===== src/rtl/disparity_sched.sv =====
// disparity_sched: bank-sequenced running-minimum disparity scheduler (optional watchdog: DISP_SCHED_TIMEOUT_EN)
module disparity_sched #(
  parameter int NCAND  = 64,
  parameter int NUNITS = 16,
  parameter int WIN    = 16,
  parameter int SW     = 18,
  parameter int DW     = 8
) (
  input  logic                 clk,
  input  logic                 rst,
  input  logic                 pix_valid,
  output logic                 pix_ready,
  input  logic [6:0]           pix_x,
  input  logic [3:0]           pix_y,
  output logic                 startsig,
  output logic                 work,
  output logic [NUNITS-1:0]    change,
  output logic [DW-1:0]        base_disp,
  input  logic                 res_valid,
  input  logic [NUNITS*SW-1:0] res_score,
  output logic                 d_valid,
  input  logic                 d_ready,
  output logic [DW-1:0]        d,
  output logic [SW-1:0]        d_score,
  output logic [6:0]           d_x,
  output logic [3:0]           d_y,
  output logic                 err
);
  localparam int NB = NCAND / NUNITS;
  localparam int BW = NB > 1 ? $clog2(NB) : 1;
  localparam int KW = NUNITS > 1 ? $clog2(NUNITS) : 1;
  localparam int FW = WIN > 1 ? $clog2(WIN) : 1;

  if (NCAND > (1 << DW) || NCAND % NUNITS != 0) begin : g_bad_params
    $error("disparity_sched: NCAND must be a multiple of NUNITS and fit in DW bits");
  end

  typedef enum logic [2:0] {IDLE, START, FEED, WAIT, SCAN, DONE} state_t;
  state_t state, nxt;

  logic [BW-1:0]        bank;
  logic [KW-1:0]        scan_cnt;
  logic [FW-1:0]        feed_cnt;
  logic [NUNITS*SW-1:0] hold;
  logic [SW-1:0]        cur;
  logic                 best_ok, last_scan, last_bank, timeout;

  assign cur       = hold[32'(scan_cnt) * SW +: SW];
  assign last_scan = scan_cnt == KW'(NUNITS - 1);
  assign last_bank = bank == BW'(NB - 1);
  assign pix_ready = state == IDLE;
  assign startsig  = state == START;
  assign work      = state == FEED;
  assign change    = state == FEED ? NUNITS'(1) << (32'(feed_cnt) % NUNITS) : '0;
  assign base_disp = DW'(32'(bank) * NUNITS);
  assign d_valid   = state == DONE;

`ifdef DISP_SCHED_TIMEOUT_EN
  logic [7:0] tcnt;
  // watchdog restarted on every entry into WAIT
  always_ff @(posedge clk or posedge rst)
    if (rst) tcnt <= '0;
    else tcnt <= state == WAIT ? tcnt + 8'd1 : '0;
  assign timeout = state == WAIT && !res_valid && tcnt == 8'd255;
  // abort flag belongs to the pixel currently being reported
  always_ff @(posedge clk or posedge rst)
    if (rst) err <= 1'b0;
    else if (state == IDLE && pix_valid) err <= 1'b0;
    else if (timeout) err <= 1'b1;
`else
  assign timeout = 1'b0;
  assign err     = 1'b0;
`endif

  // state register
  always_ff @(posedge clk or posedge rst)
    if (rst) state <= IDLE;
    else state <= nxt;

  // pass sequencing: start, feed window, wait scores, scan bank, next bank or done
  always_comb begin
    nxt = state;
    case (state)
      IDLE:    nxt = pix_valid ? START : IDLE;
      START:   nxt = FEED;
      FEED:    nxt = feed_cnt == FW'(WIN - 1) ? WAIT : FEED;
      WAIT:    nxt = res_valid ? SCAN : timeout ? DONE : WAIT;
      SCAN:    nxt = !last_scan ? SCAN : last_bank ? DONE : START;
      DONE:    nxt = d_ready ? IDLE : DONE;
      default: nxt = IDLE;
    endcase
  end

  // counters, score holding register and running minimum
  always_ff @(posedge clk or posedge rst)
    if (rst) begin
      bank     <= '0;
      scan_cnt <= '0;
      feed_cnt <= '0;
      hold     <= '0;
      best_ok  <= 1'b0;
      d        <= '0;
      d_score  <= '0;
      d_x      <= '0;
      d_y      <= '0;
    end else begin
      feed_cnt <= state == FEED ? feed_cnt + 1'b1 : '0;
      scan_cnt <= state == SCAN ? scan_cnt + 1'b1 : '0;
      if (state == WAIT && res_valid) hold <= res_score;
      if (state == IDLE && pix_valid) begin
        d_x     <= pix_x;
        d_y     <= pix_y;
        bank    <= '0;
        best_ok <= 1'b0;
      end
      if (state == SCAN && last_scan && !last_bank) bank <= bank + 1'b1;
      if (state == SCAN && (!best_ok || cur < d_score)) begin
        best_ok <= 1'b1;
        d       <= base_disp + DW'(scan_cnt);
        d_score <= cur;
      end
      if (timeout) begin
        d       <= '1;
        d_score <= '1;
      end
    end
endmodule


===== config.mk =====
export PLATFORM = sky130hd
export DESIGN_NAME = disparity_sched
export DESIGN_NICKNAME = d
export VERILOG_FILES = /design/src/rtl/disparity_sched.sv
export SDC_FILE = /design/constraint.sdc
export NUM_CORES = 1
export LEC_CHECK = 0
export ABC_AREA = 1
export CORE_MARGIN = 2
export CORE_UTILIZATION = 35
export DETAILED_ROUTE_END_ITERATION = 8
export SLEW_MARGIN = 20
export SYNTH_ARGS = -nofsm -noshare
export SYNTH_HDL_FRONTEND = slang
export SYNTH_SLANG_ARGS = --single-unit

===== constraint.sdc =====
create_clock -name clk -period 17.2 [get_ports clk]
set_input_delay 1.72 -clock clk [delete_from_list [all_inputs] [get_ports clk]]
set_output_delay 1.72 -clock clk [all_outputs]
set_load 0.02 [all_outputs]

---- After elaboration in Yosys (flattened, before gate mapping) ----
Index checks and enable logic that the tools add are counted.
operators by class
  $mul .................................... 1
  magnitude comparators ................... 1
  $add $sub $neg .......................... 4
  shift-type cells ........................ 2
  bitwise gates (word level) .............. 0
  equal/unequal tests ..................... 8
  reduce and logical (&&, ||, !) cells .... 11
  div/mod/pow operators ................... 0
  muxes and demuxes ....................... 14
operators with widths
  operator                                                            count
  288-bit by 10-bit indexed part select with 18-bit output            1
  18-bit less-than comparator                                         1
  3-bit one-hot mux with 6 select lines                               1
  16-bit 2-to-1 mux                                                   1
  1-bit by 4-bit << shifter with 16-bit output, first input constant  1
  3-bit 2-to-1 mux                                                    4
  4-bit by 1-bit adder with 4-bit output, second input constant       2
  4-bit == test, second input constant                                2
  4-bit by 4-bit multiplier with 8-bit output, second input constant  1
  4-bit 2-to-1 mux                                                    2
  6-bit by 4-bit adder with 7-bit output                              1
  3-bit by 2-bit == test with 1-bit output, second input constant     2
  3-bit == test, second input constant                                2
  1-bit logical AND                                                   5
  1-bit 2-to-1 mux                                                    4
  2-bit 2-to-1 mux                                                    2
  2-bit nonzero test                                                  2
  3-bit by 1-bit == test with 1-bit output, second input constant     1
  3-bit logical NOT                                                   1
  2-bit by 1-bit adder with 2-bit output, second input constant       1
  2-bit == test, second input constant                                1
  1-bit logical NOT                                                   2
  1-bit logical OR                                                    1
storage, ports and cells
  memory bits (read-only) ................. 0
  register bits after elaboration ......... 339
  output and inout port bits .............. 66
  input port bits ......................... 304
  bits in writable memories ............... 0
  word-level logic and storage cells ...... 51
  latch bits .............................. 0
  memories ................................ 0

---- Longest topological paths before layout ----
Gate-level depths: netlist of the first run.
  word-level depth ........................ 6
  mapped depth ............................ 21
  depth with buffers taken out ............ 18

---- Worst setup path after synthesis of the first run ----
No wires, ideal clock.
  path kind ............................... register to output
  start ................................... register state[0]
  end ..................................... output change[10]
  required time ........................... 15.480 ns
  arrival time ............................ 1.794 ns
  path slack .............................. 13.686 ns
  path buffers ............................ 0
  cell stages (with the launch flop) ...... 6
  cell sequence ........................... dfrtp_1 > nor3_1 > inv_1 > nor2_1 > inv_1 > nor2_1
on the way
  word-level cells in the longest chain between the ends .. 2
ends and longest elaborated chain
  item                                      line  source
  start: declaration                        39    state_t state, nxt;
  start signal: assignment                  78    else state <= nxt;
  3-bit by 2-bit == test with 1-bit output  -
  net work                                  16    output logic work,
  16-bit 2-to-1 mux                         54    assign change = state == FEED ? NUNITS'(1) << (32'(feed_cnt) % NUNITS) : '0;
  end: declaration                          17    output logic [NUNITS-1:0] change,
The timed path passes the listed nets, and every way through them passes these cells.

---- Worst setup path after layout of the first run ----
  start ................................... input res_valid
  end ..................................... register hold[266]
on the way
  word-level cells in the longest chain between the ends .. 1
ends and longest elaborated chain
  item                    line  source
  start: declaration      19    input logic res_valid,
  1-bit logical AND       109   if (state == WAIT && res_valid) hold <= res_score;
  end signal: assignment  109
  end: declaration        44    logic [NUNITS*SW-1:0] hold;
Every way passes these cells.
A chain may end at the register's enable or synchronous reset.

==> results of run 1 <==
[cell usage in the layout (no fill, tap or decap), types with 8 or more instances in the layout]
cell type | synthesis | final
o22ai_1 | 15 | 15
a21oi_1 | 125 | 125
nand2_1 | 245 | 244
mux2_2 | 216 | 216
o2111ai_1 | 31 | 31
clkbuf_8 | 0 | 8
nand3_1 | 76 | 76
o21ai_0 | 105 | 105
clkdlybuf4s50_1 | 0 | 360
ha_1 | 25 | 25
clkinv_2 | 0 | 11
inv_1 | 111 | 109
buf_4 | 14 | 13
nor2_1 | 161 | 161
clkbuf_1 | 55 | 9
dfrtp_1 | 337 | 335
diode_2 | 0 | 10
clkbuf_16 | 0 | 39
conb_1 | 1 | 9
[worst min-delay path, delay by kind of cell (launching register included)]
kind             cells  cell delay, ps
flip-flops           1             340
AND/OR/NAND/NOR      2             110
[kinds of logic (layout without fill, tap and decap cells)]
logic type	Yosys count	count (layout)	share of synthesized area, %
adder cells (fa/ha/maj)	25	25	1.99
buffers and inverters	223	556	6.00
AND/OR/NAND/NOR	495	495	12.6
AO/OA/AOI/OAI	290	290	10.3
multiplexers	216	216	15.4
flip-flops	337	337	53.5
other	1	19	0.0238
XOR/XNOR	1	1	0.0556
[stage by stage]
step                instances  setup WS, ps  hold slack [ps]  util [%]  area (um2)
global placement         2453         11390              458      44.6       19800
finish                   2531         11900              476      47.4       21000
global route             2531         11640              491      47.4       21000
detailed placement       2453         11360              464      44.6       19800
floorplan                1596          6140              469         -       15800
CTS                      2521         11940              479      47.3       21000
[layout make-up]
class	count	area [um2]	area share, %
Tap cell	592	741	3.53
Inverter	114	437	2.08
Multi-Input combinational cell	1036	6410	30.6
Clock buffer	56	1120	5.34
Antenna cell	10	25.0	0.119
Timing Repair Buffer	374	3720	17.7
Clock inverter	12	88.8	0.423
Sequential cell	337	8440	40.2
[how the worst max path moves through the flow]
| stage | cells past startpoint | from | to |
|---|---|---|---|
| finish | 6 | res_valid | hold[266] |
| global route | 6 | res_valid | hold[208] |
| CTS | 6 | res_valid | hold[266] |
| detailed placement | 6 | res_valid | hold[266] |
| global placement | 6 | res_valid | hold[284] |
| floorplan | 1 | rst | bank[0] |
[where the power goes]
part / internal (W) / total (W) / leakage [nW] / switching (W)
sequential: 0.00116 / 0.00134 / 4.02 / 0.000179
clock: 0.000466 / 0.000793 / 0.607 / 0.000327
combinational: 0.000523 / 0.00111 / 4.73 / 0.000589
[sequential cells by signal, indices dropped and copies added (netlist names)]
name	count
hold	288
d_score	18
d_x	7
d	6
d_y	4
feed_cnt	4
scan_cnt	4
state	3
bank	2
best_ok	1
[layer usage]
metal / track usage [%] / up-vias / wire [um]
met5: 0 / - / 0
met1: 30.2 / 6197 / 23100
met3: 3.28 / 56 / 2560
met2: 34.0 / 380 / 23800
li1: - / 5968 / -
met4: 8.13 / 0 / 1190
==> results.sh, run 1 <==
export IMPL_outcome="complete, no violations"
export IMPL_async_reset_ff_share_pct=100
export IMPL_drcViolationCount=0
export IMPL_grt_pass1_vias=12800
export IMPL_cts_path_max_buffers=3
export IMPL_min_period_ps=5300
export IMPL_worst_hold_path_num_cells=2
export IMPL_synth_top_area_share_pct=53.5
export IMPL_maxCapViolCount=0
export IMPL_coreArea_um2=44300
export IMPL_cts_setup_buffers=0
export IMPL_hold_end="d_y[2]"
export IMPL_dp_hpwl_mm=36.4
export IMPL_fillers=4137
export IMPL_setup_viol=0
export IMPL_die_w_um=216
export IMPL_fp_dieArea_um2=46700
export IMPL_tightest_slew_ps=1040
export IMPL_worstSetupEndpointType="register"
export IMPL_synth_most_common_cell="dfrtp_1"
export IMPL_p_leak_nw=9.36
export IMPL_clk_latency_ps=550
export IMPL_syn_area_per_cell_um2=9.92
export IMPL_cts_tree="built"
export IMPL_synth_edf_count=0
export IMPL_reg2reg_depth=17
export IMPL_nets=2230
export IMPL_grt_max_degree=150
export IMPL_peakVddDrop_mv=0.0613
export IMPL_drive_gt1_share_pct=15.5
export IMPL_numClockSinks=337
export IMPL_slowest_stage="buf_4"
export IMPL_grt_pass1_wl_mm=76.8
export IMPL_max_freq_mhz=189
export IMPL_cts_clk_slew_worst_paths_ps=60
export IMPL_synthCells=1588
export IMPL_crit_path_frequent_cell="buf_4"
export IMPL_grt_overflow=0
export IMPL_cp_buffers_inverters=4
export IMPL_powerDensity_nw_per_um2=155
export IMPL_cts_resized=0
export IMPL_die_h_um=216
export IMPL_cts_max_level=2
export IMPL_synthTopCellsByArea="dfrtp_1, mux2_2, nand2_1, a21oi_1, nor2_1"
export IMPL_path_delay_family="buffers and inverters"
export IMPL_cp_cell_sequence="clkdlybuf4s50_1, nand2_4, buf_4, buf_4, buf_4, mux2_2"
export IMPL_finalMaxSlewViolations=0
export IMPL_p_total_w=0.00324
export IMPL_wl_per_cell_um=20.0
export IMPL_reg2reg_to="d[5]"
export IMPL_io_pins=370
export IMPL_ys_ff_latch=337
export IMPL_worstPathMaxFanout=89
export IMPL_rsz0062_at_grt="no"
export IMPL_track_usage_pct=21.6
export IMPL_reg2reg_from="scan_cnt[1]"
export IMPL_yosysUniqueCellTypes=34
export IMPL_cts_hold_buf=0
export IMPL_detail_route_antenna_nets=0
export IMPL_synthFlopType="dfrtp_1"
export IMPL_place_congestion=0.820
export IMPL_worstSetupStartpointType="input pin"
export IMPL_dr_pass1_iters=5
export IMPL_dr_first_iter_drc_count=858
export IMPL_initial_core_util_pct=35.6
export IMPL_area_growth_pct=33.2
export IMPL_root_buffer="clkbuf_16"
export IMPL_cts_buffers_inserted=38
export IMPL_max_slew_margin_rel_pct=30.5
export IMPL_hold_path_class="reg2reg"
export IMPL_crit_path_max_incr_delay_ps=870
export IMPL_yosysTopAreaCell="dfrtp_1"
export IMPL_crit_arrival_ps=5730
export IMPL_synth_common_cells="dfrtp_1, nand2_1, mux2_2"
export IMPL_mappedNetlistArea_um2=15800
export IMPL_vias_per_cell=4.98
export IMPL_ys_seq_area_share_pct=53.5
export IMPL_portBuffers=360
export IMPL_reg2reg_slack_ps=12340
export IMPL_finalHoldViolations=0
export IMPL_critPathKind="in2reg"
export IMPL_antenna_found_initial=10
export IMPL_rows=77
export IMPL_min_from="d_y[2]"
export IMPL_fin_crit_sh_pct=30.8
export IMPL_finalWirelength_mm=50.6
export IMPL_ys_warn_count=0
export IMPL_fin_skew_ps=28.7
export IMPL_route_vias_total=12600
export IMPL_crit_required_ps=17630
export IMPL_setup_tns_ps=0
(Power assumes the default switching activity.)
==> run 2: changes to the inputs <==
==> constraint.sdc (replaced) <==
create_clock -name clk -period 4.3 [get_ports clk]
set_input_delay 0.43 -clock clk [delete_from_list [all_inputs] [get_ports clk]]
set_output_delay 0.43 -clock clk [all_outputs]
set_load 0.02 [all_outputs]
==> run 2 against run 1 <==
Clock skew down 8.6 ps. Worst setup slack got worse by 11000 ps. Highest routed layer unchanged. Sequential share of layout area decreased by 0.51 points. Wire length increased by 2.2%. Via count up 1.3%. Clock-buffer cell count fell by 1. First-iteration DRC count shrank 7.7%. Utilization is 0.61 points higher. Design area up 1.3%.
==> results.sh, run 2 (synthesized netlist as in run 1, its figures left out) <==
export IMPL_drive_gt1_share_pct=16.5
export IMPL_portBuffers=360
export IMPL_coreArea_um2=44300
export IMPL_setup_tns_ps=0
export IMPL_min_period_ps=3790
export IMPL_grt_pass1_wl_mm=78.1
export IMPL_maxCapViolCount=0
export IMPL_grt_pass1_vias=12900
export IMPL_io_pins=370
export IMPL_cts_max_level=2
export IMPL_area_growth_pct=34.9
export IMPL_reg2reg_slack_ps=510
export IMPL_cts_hold_buf=0
export IMPL_largest_register="hold"
export IMPL_grt_max_degree=111
export IMPL_numClockSinks=337
export IMPL_cts_clk_slew_worst_paths_ps=60
export IMPL_setup_viol=0
export IMPL_reg2reg_from="scan_cnt[0]"
export IMPL_dr_pass1_iters=7
export IMPL_cts_tree="built"
export IMPL_antenna_found_initial=11
export IMPL_critPathKind="reg2reg"
export IMPL_worstPathMaxFanout=25
export IMPL_outcome="complete, no violations"
export IMPL_grt_overflow=0
export IMPL_regArea_um2=8440
export IMPL_powerDensity_nw_per_um2=619
export IMPL_fillers=4188
export IMPL_die_w_um=216
export IMPL_cts_setup_buffers=0
export IMPL_cp_endpoint="d_score[8]"
export IMPL_finalMaxSlewViolations=0
export IMPL_hold_path_class="in2async"
export IMPL_track_usage_pct=22.0
export IMPL_finalWirelength_mm=51.7
export IMPL_dp_hpwl_mm=38.2
export IMPL_finalHoldViolations=0
export IMPL_dr_first_iter_drc_count=792
export IMPL_fin_skew_ps=20.2
export IMPL_max_freq_mhz=264
export IMPL_drcViolationCount=0
export IMPL_cts_path_max_buffers=3
export IMPL_largest_register_ff_count=288
export IMPL_rows=77
export IMPL_root_buffer="clkbuf_16"
export IMPL_p_leak_nw=9.48
export IMPL_rsz0062_at_grt="no"
export IMPL_initial_core_util_pct=35.6
export IMPL_reg2reg_depth=16
export IMPL_multi_input_area_um2=6410
export IMPL_fp_dieArea_um2=46700
export IMPL_final_cell_mix="clkdlybuf4s50_1, dfrtp_1, nand2_1"
export IMPL_cp_startpoint="scan_cnt[0]"
export IMPL_cts_resized=0
export IMPL_vias_per_cell=5.00
export IMPL_reg2reg_to="d_score[8]"
export IMPL_p_total_w=0.0132
export IMPL_die_h_um=216
export IMPL_crit_required_ps=4740
export IMPL_tightest_slew_ps=808
export IMPL_clk_latency_ps=570
export IMPL_place_congestion=0.864
export IMPL_worstSetupStartpointType="register"
export IMPL_detail_route_antenna_nets=0
export IMPL_final_common_cell="clkdlybuf4s50_1"
export IMPL_route_vias_total=12800
export IMPL_max_slew_margin_rel_pct=45.8
export IMPL_nets=2247
export IMPL_reg_top3="hold: 288 flops, d_score: 18 flops, d_x: 7 flops"
export IMPL_cts_buffers_inserted=39
export IMPL_worstSetupEndpointType="register"
export IMPL_fin_crit_sh_pct=88.2
export IMPL_crit_arrival_ps=4230
export IMPL_wl_per_cell_um=20.3
export IMPL_peakVddDrop_mv=0.308
## run 2: routing by layer
layer | GRT usage (%) | up-vias | wire (um)
met3 | 4.31 | 79 | 2890
met1 | 30.9 | 6293 | 23600
met2 | 33.4 | 394 | 23700
met4 | 8.58 | 0 | 1540
met5 | 0 | - | 0
li1 | - | 6000 | -
## run 2: per-stage QoR
| step | cell area (um2) | setup slack [ps] | util, % | hold WS [ps] | instances |
|---|---|---|---|---|---|
| global route | 21300 | 112 | 48.0 | 244 | 2551 |
| global placement | 20000 | 616 | 45.1 | 462 | 2469 |
| detailed placement | 20000 | 540 | 45.1 | 469 | 2469 |
| floorplan | 15800 | -635 | - | 469 | 1596 |
| finish | 21300 | 509 | 48.0 | 224 | 2551 |
| CTS | 21200 | 513 | 47.9 | 200 | 2540 |
## run 2: how the worst min path moves through the flow
stage,end,from
2_1_floorplan,best_ok,best_ok
3_3_place_gp,d_x[3],d_x[3]
3_5_place_dp,d[4],d[4]
4_1_cts,hold[165],rst
5_1_grt,hold[165],rst
6_report,hold[165],rst
## run 2: where the power goes
group / switching [W] / internal, W
Clock: 0.00137 / 0.00191
Combinational: 0.00233 / 0.00213
Sequential: 0.000772 / 0.00464
Total: 0.00447 / 0.00869
## run 2: final cells by class
cell class              count  area share (%)
flip-flops and latches    337            39.7
well taps                 592            3.48
diodes                     11           0.130
clock inverters            16           0.583
inverters                 114            2.04
clock buffers              55            5.34
repair buffers            390            18.5
multi-input cells        1036            30.2
## run 2: critical path, stage by stage, from the launching register on
cell       delay [ps]
dfrtp_4           600
clkinv_2          340
buf_4             310
o21ai_0           160
o22ai_1           170
o2111ai_1         310
nand2_1           120
ha_1              310
a21oi_1           150
o21ai_0           100
a21oi_1           140
o21a_1            140
nand2_1            60
nand2_2           300
nand2_4           270
nand2_1           130
nand2_1            60
